--- src/rtl/write_buffer.sv ---
// write_buffer: posted-write FIFO between a cache controller and an SRAM
// controller. Buffered writes drain to SRAM in order; reads go straight through
// once the FIFO holds nothing they could depend on.
// Optional feature: define WB_ADDR_CHECK_EN to let a read bypass buffered
// writes whose address[31:3] does not match the read address.
module write_buffer #(
  parameter int DEPTH = 4
) (
  input  logic                     clk,
  input  logic                     rst,
  input  logic [31:0]              address,
  input  logic [31:0]              wdata,
  input  logic                     write,
  input  logic                     read,
  output logic                     ready,
  output logic [63:0]              rdata,
  output logic [31:0]              sram_address,
  output logic [31:0]              sram_wdata,
  output logic                     sram_write,
  output logic                     sram_read,
  input  logic [63:0]              sram_rdata,
  input  logic                     sram_ready,
  output logic [$clog2(DEPTH):0]   count,
  output logic                     full,
  output logic                     empty
);

  localparam int PW = $clog2(DEPTH);
  localparam int CW = PW + 1;

  typedef enum logic [1:0] {
    S_IDLE,
    S_DRAIN,
    S_RD
  } state_t;

  logic [31:0]   r_addr [DEPTH];
  logic [31:0]   r_data [DEPTH];
  logic [PW-1:0] r_head;
  logic [PW-1:0] r_tail;
  logic [CW-1:0] r_count;
  state_t        r_state;
  state_t        w_next;

  logic w_full;
  logic w_empty;
  logic w_push;
  logic w_pop;
  logic w_rd_done;
  logic w_rd_ok;

  assign w_full  = (r_count == CW'(DEPTH));
  assign w_empty = (r_count == '0);

  // Acceptance looks only at the registered occupancy, so a full buffer
  // refuses a write even in the cycle it pops. rst gates ready low in reset.
  assign w_push    = write & ~w_full & rst;
  assign w_pop     = (r_state == S_DRAIN) & sram_ready;
  assign w_rd_done = (r_state == S_RD) & sram_ready;

`ifdef WB_ADDR_CHECK_EN
  logic w_match;

  // Compare the read address against every occupied entry, walking from head.
  always_comb begin
    w_match = 1'b0;
    for (int unsigned k = 0; k < DEPTH; k++) begin
      logic [PW-1:0] idx;
      idx = r_head + PW'(k);
      if ((CW'(k) < r_count) && (r_addr[idx][31:3] == address[31:3]))
        w_match = 1'b1;
    end
  end

  // A concurrent write wins the cycle, so the read only launches without one.
  assign w_rd_ok = read & ~write & (w_empty | ~w_match);
`else
  assign w_rd_ok = read & ~write & w_empty;
`endif

  // FIFO storage; entries need no reset since occupancy qualifies them.
  always_ff @(posedge clk) begin
    if (w_push) begin
      r_addr[r_tail] <= address;
      r_data[r_tail] <= wdata;
    end
  end

  // Pointers and occupancy; push and pop together leave count unchanged.
  always_ff @(posedge clk or negedge rst) begin
    if (!rst) begin
      r_head  <= '0;
      r_tail  <= '0;
      r_count <= '0;
    end else begin
      if (w_push) r_tail <= r_tail + 1'b1;
      if (w_pop)  r_head <= r_head + 1'b1;
      case ({w_push, w_pop})
        2'b10:   r_count <= r_count + 1'b1;
        2'b01:   r_count <= r_count - 1'b1;
        default: r_count <= r_count;
      endcase
    end
  end

  // FSM state register.
  always_ff @(posedge clk or negedge rst) begin
    if (!rst) r_state <= S_IDLE;
    else      r_state <= w_next;
  end

  // Next-state and SRAM-side outputs; sram_ready is only looked at in DRAIN/RD.
  always_comb begin
    w_next       = r_state;
    sram_write   = 1'b0;
    sram_read    = 1'b0;
    sram_address = '0;
    sram_wdata   = '0;
    case (r_state)
      S_IDLE: begin
        if (w_rd_ok)       w_next = S_RD;
        else if (!w_empty) w_next = S_DRAIN;
      end
      S_DRAIN: begin
        sram_write   = 1'b1;
        sram_address = r_addr[r_head];
        sram_wdata   = r_data[r_head];
        if (sram_ready) w_next = S_IDLE;
      end
      S_RD: begin
        sram_read    = 1'b1;
        sram_address = address;
        if (sram_ready) w_next = S_IDLE;
      end
      default: w_next = S_IDLE;
    endcase
  end

  // Upstream handshake and read return.
  always_comb begin
    ready = w_push | w_rd_done;
    rdata = w_rd_done ? sram_rdata : '0;
  end

  assign count = r_count;
  assign full  = w_full;
  assign empty = w_empty;

endmodule

--- config.mk ---
export PLATFORM = sky130hd
export DESIGN_NAME = write_buffer
export DESIGN_NICKNAME = d
export VERILOG_FILES = /design/src/rtl/write_buffer.sv
export SDC_FILE = /design/constraint.sdc
export NUM_CORES = 1
export LEC_CHECK = 0
export CAP_MARGIN = 10
export CORE_MARGIN = 2
export CORE_UTILIZATION = 40
export CTS_CLUSTER_SIZE = 8
export DETAILED_ROUTE_END_ITERATION = 6
export PLACE_DENSITY = 0.67
export SLEW_MARGIN = 30
export SYNTH_ARGS = -nofsm -noshare
export SYNTH_HDL_FRONTEND = slang
export SYNTH_SLANG_ARGS = --single-unit
--- constraint.sdc ---
create_clock -name clk -period 4 [get_ports clk]
set_clock_uncertainty 0.15 [all_clocks]
set_input_delay 1 -clock clk [delete_from_list [all_inputs] [get_ports clk]]
set_output_delay 1 -clock clk [all_outputs]
set_load 0.1 [all_outputs]
* Word-level counts from Yosys, hierarchy flattened
Memory sizes are Yosys's and may differ from the RTL's. Cells that the tools add are included.
Operators by class: add/subtract/negate cells 4, reduce and logical (&&, ||, !) cells 5, bitwise logic cells 9, equal/unequal tests 7, mux-type cells 12
Operators by type and width (count):
- two-way mux 64 bit | 1
- case mux 32 bit (2 select lines) | 1
- two-way mux 32 bit | 1
- bitwise AND 1 bit | 6
- two-way mux 2 bit | 3
- case mux 3 bit (2 select lines) | 1
- adder 2 x 1 -> 2 bit (second input constant) | 2
- equality test 2 x 1 -> 1 bit (second input constant) | 2
- equality test 2 bit (second input constant) | 2
- two-way mux 1 bit | 4
- case mux 2 bit (2 select lines) | 1
- adder 3 x 1 -> 3 bit (second input constant) | 1
- equality test 3 bit (second input constant) | 1
- logical NOT 3 bit | 1
- != test 3 bit (second input constant) | 1
- subtractor 3 x 1 -> 3 bit (second input constant) | 1
- logical NOT 2 bit | 1
- != test 2 x 1 -> 1 bit (second input constant) | 1
- NOT 1 bit | 2
- AND reduction 2 bit | 1
- nonzero test 2 bit | 1
- OR reduction 2 bit | 1
- OR 1 bit | 1
Word-level totals: word-level logic and storage cells 43, register bits 9, memories 2, RAM bits 256, output and inout port bits 136, input bits 133
Memories:
- r_addr | words 4, bits a word 32, rd ports 1, clocked after Yosys merged registers in 0, wr ports 1, RTL line 37 | logic [31:0] r_addr [DEPTH];
- r_data | words 4, bits a word 32, rd ports 1, clocked after Yosys merged registers in 0, wr ports 1, RTL line 38 | logic [31:0] r_data [DEPTH];

* Depth between registers and ports, before layout
depth after elaboration 6, gate-level depth with buffers 9, mapped depth without buffers 9

* Worst setup path before layout
No wires, ideal clock.
path type register to output, start register r_count[2], in the netlist count[2], end output port ready, arrival time 4.430 ns, buffers on the path 0, stages on the path, launching flop included 4, path slack -1.580 ns, data required time 2.850 ns, path through dfrtp_1 nor3b_1 nor2_1 a21o_1
On the way: longest elaborated chain between the ends 5
Ends and longest elaborated chain:
- from (decl) | RTL line 41 | logic [CW-1:0] r_count;
- from (signal assigned) | RTL line 99 | 2'b10: r_count <= r_count + 1'b1;
- from (signal assigned) | RTL line 100 | 2'b01: r_count <= r_count - 1'b1;
- from (signal assigned) | RTL line 101 | default: r_count <= r_count;
- equality test 3 bit | RTL line 52 | assign w_full = (r_count == CW'(DEPTH));
- net full | RTL line 24 | output logic full,
- NOT 1 bit | RTL line 57 | assign w_push = write & ~w_full & rst;
- bitwise AND 1 bit (2 in a row) | RTL line 57
- OR 1 bit | RTL line 141 | ready = w_push | w_rd_done;
- to (decl) | RTL line 15 | output logic ready,
The timed path passes the listed nets, and every way through them passes these cells.

* Worst setup path in the final report
start register r_state[0], end output port sram_address[1]
On the way: longest elaborated chain between the ends 2, elaborated cells on any way between the ends 3, classes of those cells eq/ne (2); mux (1)
Ends and longest elaborated chain:
- from (decl) | RTL line 42 | state_t r_state;
- from (signal assigned) | RTL line 109 | else r_state <= w_next;
- equality test 2 bit or equality test 2 x 1 -> 1 bit (tied branches) | RTL line 119 | case (r_state)
- case mux 32 bit (2 select lines) (*) | RTL line 119
- to (decl) | RTL line 17 | output logic [31:0] sram_address,
Every way passes the cells marked *; elsewhere a longest branch is shown, timed or not.

==> flow_summary.yaml <==
route:
  wl_met2_mm: 12.2
  routed-via-count: 6349
  wl_met1_mm: 10.4
  post-route-drc-count: 0
  top_layer: "met4"
  drt_iter0_drc: 358
  wirelength_mm: 24.8
  viasPerCell: 5.09
  ant_nets: 0
  avgRoutedWirePerCell_microns: 19.9
  wl_met3_mm: 1.88
  first_pass_iters: 5
final_layout:
  final_common_cell: "edfxtp_1"
  area_growth_pct: 47.1
  stdcell_area_sq_um: 16100
  finalNetCount: 1039
  drive_above_1_share_pct: 26.1
  layout_common_cells: "edfxtp_1 (256), clkdlybuf4s50_1 (132), buf_12 (110)"
  layout.cells.non_filler: 1248
clocking:
  cts_setup_buffers: 0
  cts_root_buf: "clkbuf_16"
  cts_max_level: 2
  ctsHoldBuffers: 0
  cts_tree: "yes"
  cts_resized: 0
  cts_made_buffers: 39
  cts_sinks: 265
  clk_pin_slew_worst_paths_ns: 0.05
  clk_path_buf_depth: 3
  clk_latency_ns: 0.50
die:
  num_io_pins: 269
  die_area_sq_um: 28700
  die_h_microns: 169
  fp.dieW_microns: 169
  floorplan.initialDensity_pct: 40.6
  core.rowCount: 60
  coreArea_sq_um: 27000
global_routing:
  grt_use_total_pct: 17.3
  grt_max_degree: 68
  grt_pass1_vias: 6678
  antenna_found_initial: 0
  grt_remaining_overflow: 0
  grt_pass1_wl_mm: 38.3
logic_synthesis:
  yosysWarnings: 0
  syn_area_sq_um: 11000
  syn_area_per_cell_sq_um: 18.0
  syn_inst: 610
  syn-num-nets: 752
  ys_ff_latch: 265
  seq_area_frac_synth_pct: 72.3
  synth.distinct_cells: 32
run_status:
  status: "finished clean"
placement:
  io_buffers: 268
  gp_congestion: 0.692
  dp.cells: 1197
  hpwl_mm: 16.1
  place_area_sq_um: 15000
critical_path:
  crit_fanout: 18
  crit_cells: 7
  setup.worst_path.start_class: "register"
  critical_path.top_delay_family: "buffers and inverters"
  regToRegSetupSlack_ns: 1.48
  reg2regPathDepth: 10
  path_buf_inv: 3
  arrival_ns: 2.62
  reg2reg_to: "count[2]"
  crit_chain: "inv_1, ha_1, nand3_2, buf_4, o22ai_1, a21o_1, buf_12"
  cp-end-kind: "primary output"
  cpMaxStageDelayCell: "dfrtp_1"
  worstPathRequired_ns: 2.85
  path_class: "reg -> out"
  r2r_start: "r_state[1]"
  startpoint: "r_state[0]"
  cpPeakStageDelay_ns: 0.40
sta:
  fin_crit_ns: 3.77
  slew_headroom_pct: 62.0
  max_freq_ghz: 0.265
  finalMaxSlewViolations: 0
  fin_setup_tns_ns: 0
  setup_viol: 0
  period_share_pct: 94.3
  worst_slew_pin_slew_ns: 0.570
  rsz0062_at_grt: "false"
  fin_hold_ws_ns: 0.389
  hold_viol: 0
job:
  max_cap_viol_count: 0
worst_hold_path:
  hold-path-endpoint: "count[2]"
  holdPathStages: 1
  hold_class: "reg -> reg"
  min-delay-start: "count[2]"
power_and_ir_drop:
  power_switching_mw: 5.51
  clkPwrFrac_pct: 22.5
  p_comb_share_pct: 49.6
  swShare_pct: 42.9
  pwr-share-seq_pct: 27.9
  power.leakage_nw: 6.25
  p_int_mw: 7.32
  irDropWorstVdd_mv: 0.684
  p_per_area_nw_per_um2: 796
through the flow:
stage,total power [mW],setup WS [ns],utilization (%)
final,12.8,0.228,59.7
after global routing,13.3,0.0259,59.7
after CTS,13.0,0.182,59.7
after detailed placement,10.0,0.615,55.7
after global placement,10.0,0.618,55.7
after floorplan,8.19,0.0548,-
kinds of logic after synthesis:
| kind of cell | share of synthesized area, % |
|---|---|
| flops | 72.3 |
| simple gates | 6.41 |
| mux | 12.8 |
| compound gates | 4.34 |
| buf+inv | 2.62 |
| fa+ha+maj | 1.10 |
| xor+xnor | 0.480 |
final cells by class:
cell class	instances	area, sq um
Multi-Input combinational cell	295	2780
Inverter	8	30.0
Timing Repair Buffer	288	3870
Clock inverter	2	28.8
Fill cell	1987	10800
Clock buffer	47	1050
Tap cell	341	427
Sequential cell	265	7920
Antenna cell	2	5.00
sequential cells by signal (all words and copies together), names as in the netlist:
name,count
count,3
r_data,128
r_state,2
r_head,2
r_addr,128
r_tail,2
worst max path at each step:
stage,slack [ns],end
after floorplan,0.05,ready
after global placement,0.62,rdata[54]
after detailed placement,0.61,rdata[54]
after CTS,0.18,sram_address[20]
after global routing,0.03,sram_address[12]
final,0.23,sram_address[1]
layer usage:
metal | vias up | global-route usage (%)
met3 | 38 | 4.48
met1 | 3101 | 22.6
met5 | - | 0
met2 | 225 | 29.0
li1 | 2985 | -
met4 | 0 | 4.16
power by group through the flow:
stage,Clock (mW),Sequential [mW],Combinational [mW]
after global placement,0,3.62,6.39
after detailed placement,0,3.64,6.41
after global routing,3.06,3.62,6.63
after CTS,2.95,3.59,6.43
after floorplan,0,3.65,4.53
final,2.88,3.58,6.36
synthesized netlist by cell type:
cell         n  area share [%]
nor3_1       1           0.046
nand2b_1     1           0.057
and3_1      64             3.7
a22o_1       1           0.080
dfrtp_1      9             2.1
ha_1         8            0.91
o2bb2ai_1    1           0.080
xor2_1       3            0.24
and2_1      38             2.2
inv_1        8            0.27
a21o_1      33             2.3
a21oi_1      1           0.046
nand3b_1     1           0.069
buf_4        1           0.069
mux4_2      27             5.6
nand3_2      1           0.091
edfxtp_1   256              70
nor2b_1      2            0.11
mux2i_1     65             5.9
nor2_1       2           0.069
mux4_1       5             1.2
xnor2_1      3            0.24
nand2_1      2           0.069
buf_2       13            0.59
o22ai_1     32             1.8
nor3b_1      1           0.069
o21ai_0      1           0.046
mux2_2       1            0.10
fa_1         1            0.18
clkbuf_1    21            0.72
buf_12       3            0.55
buf_6        4            0.41
No activity file was read; power rests on OpenSTA's default activity.
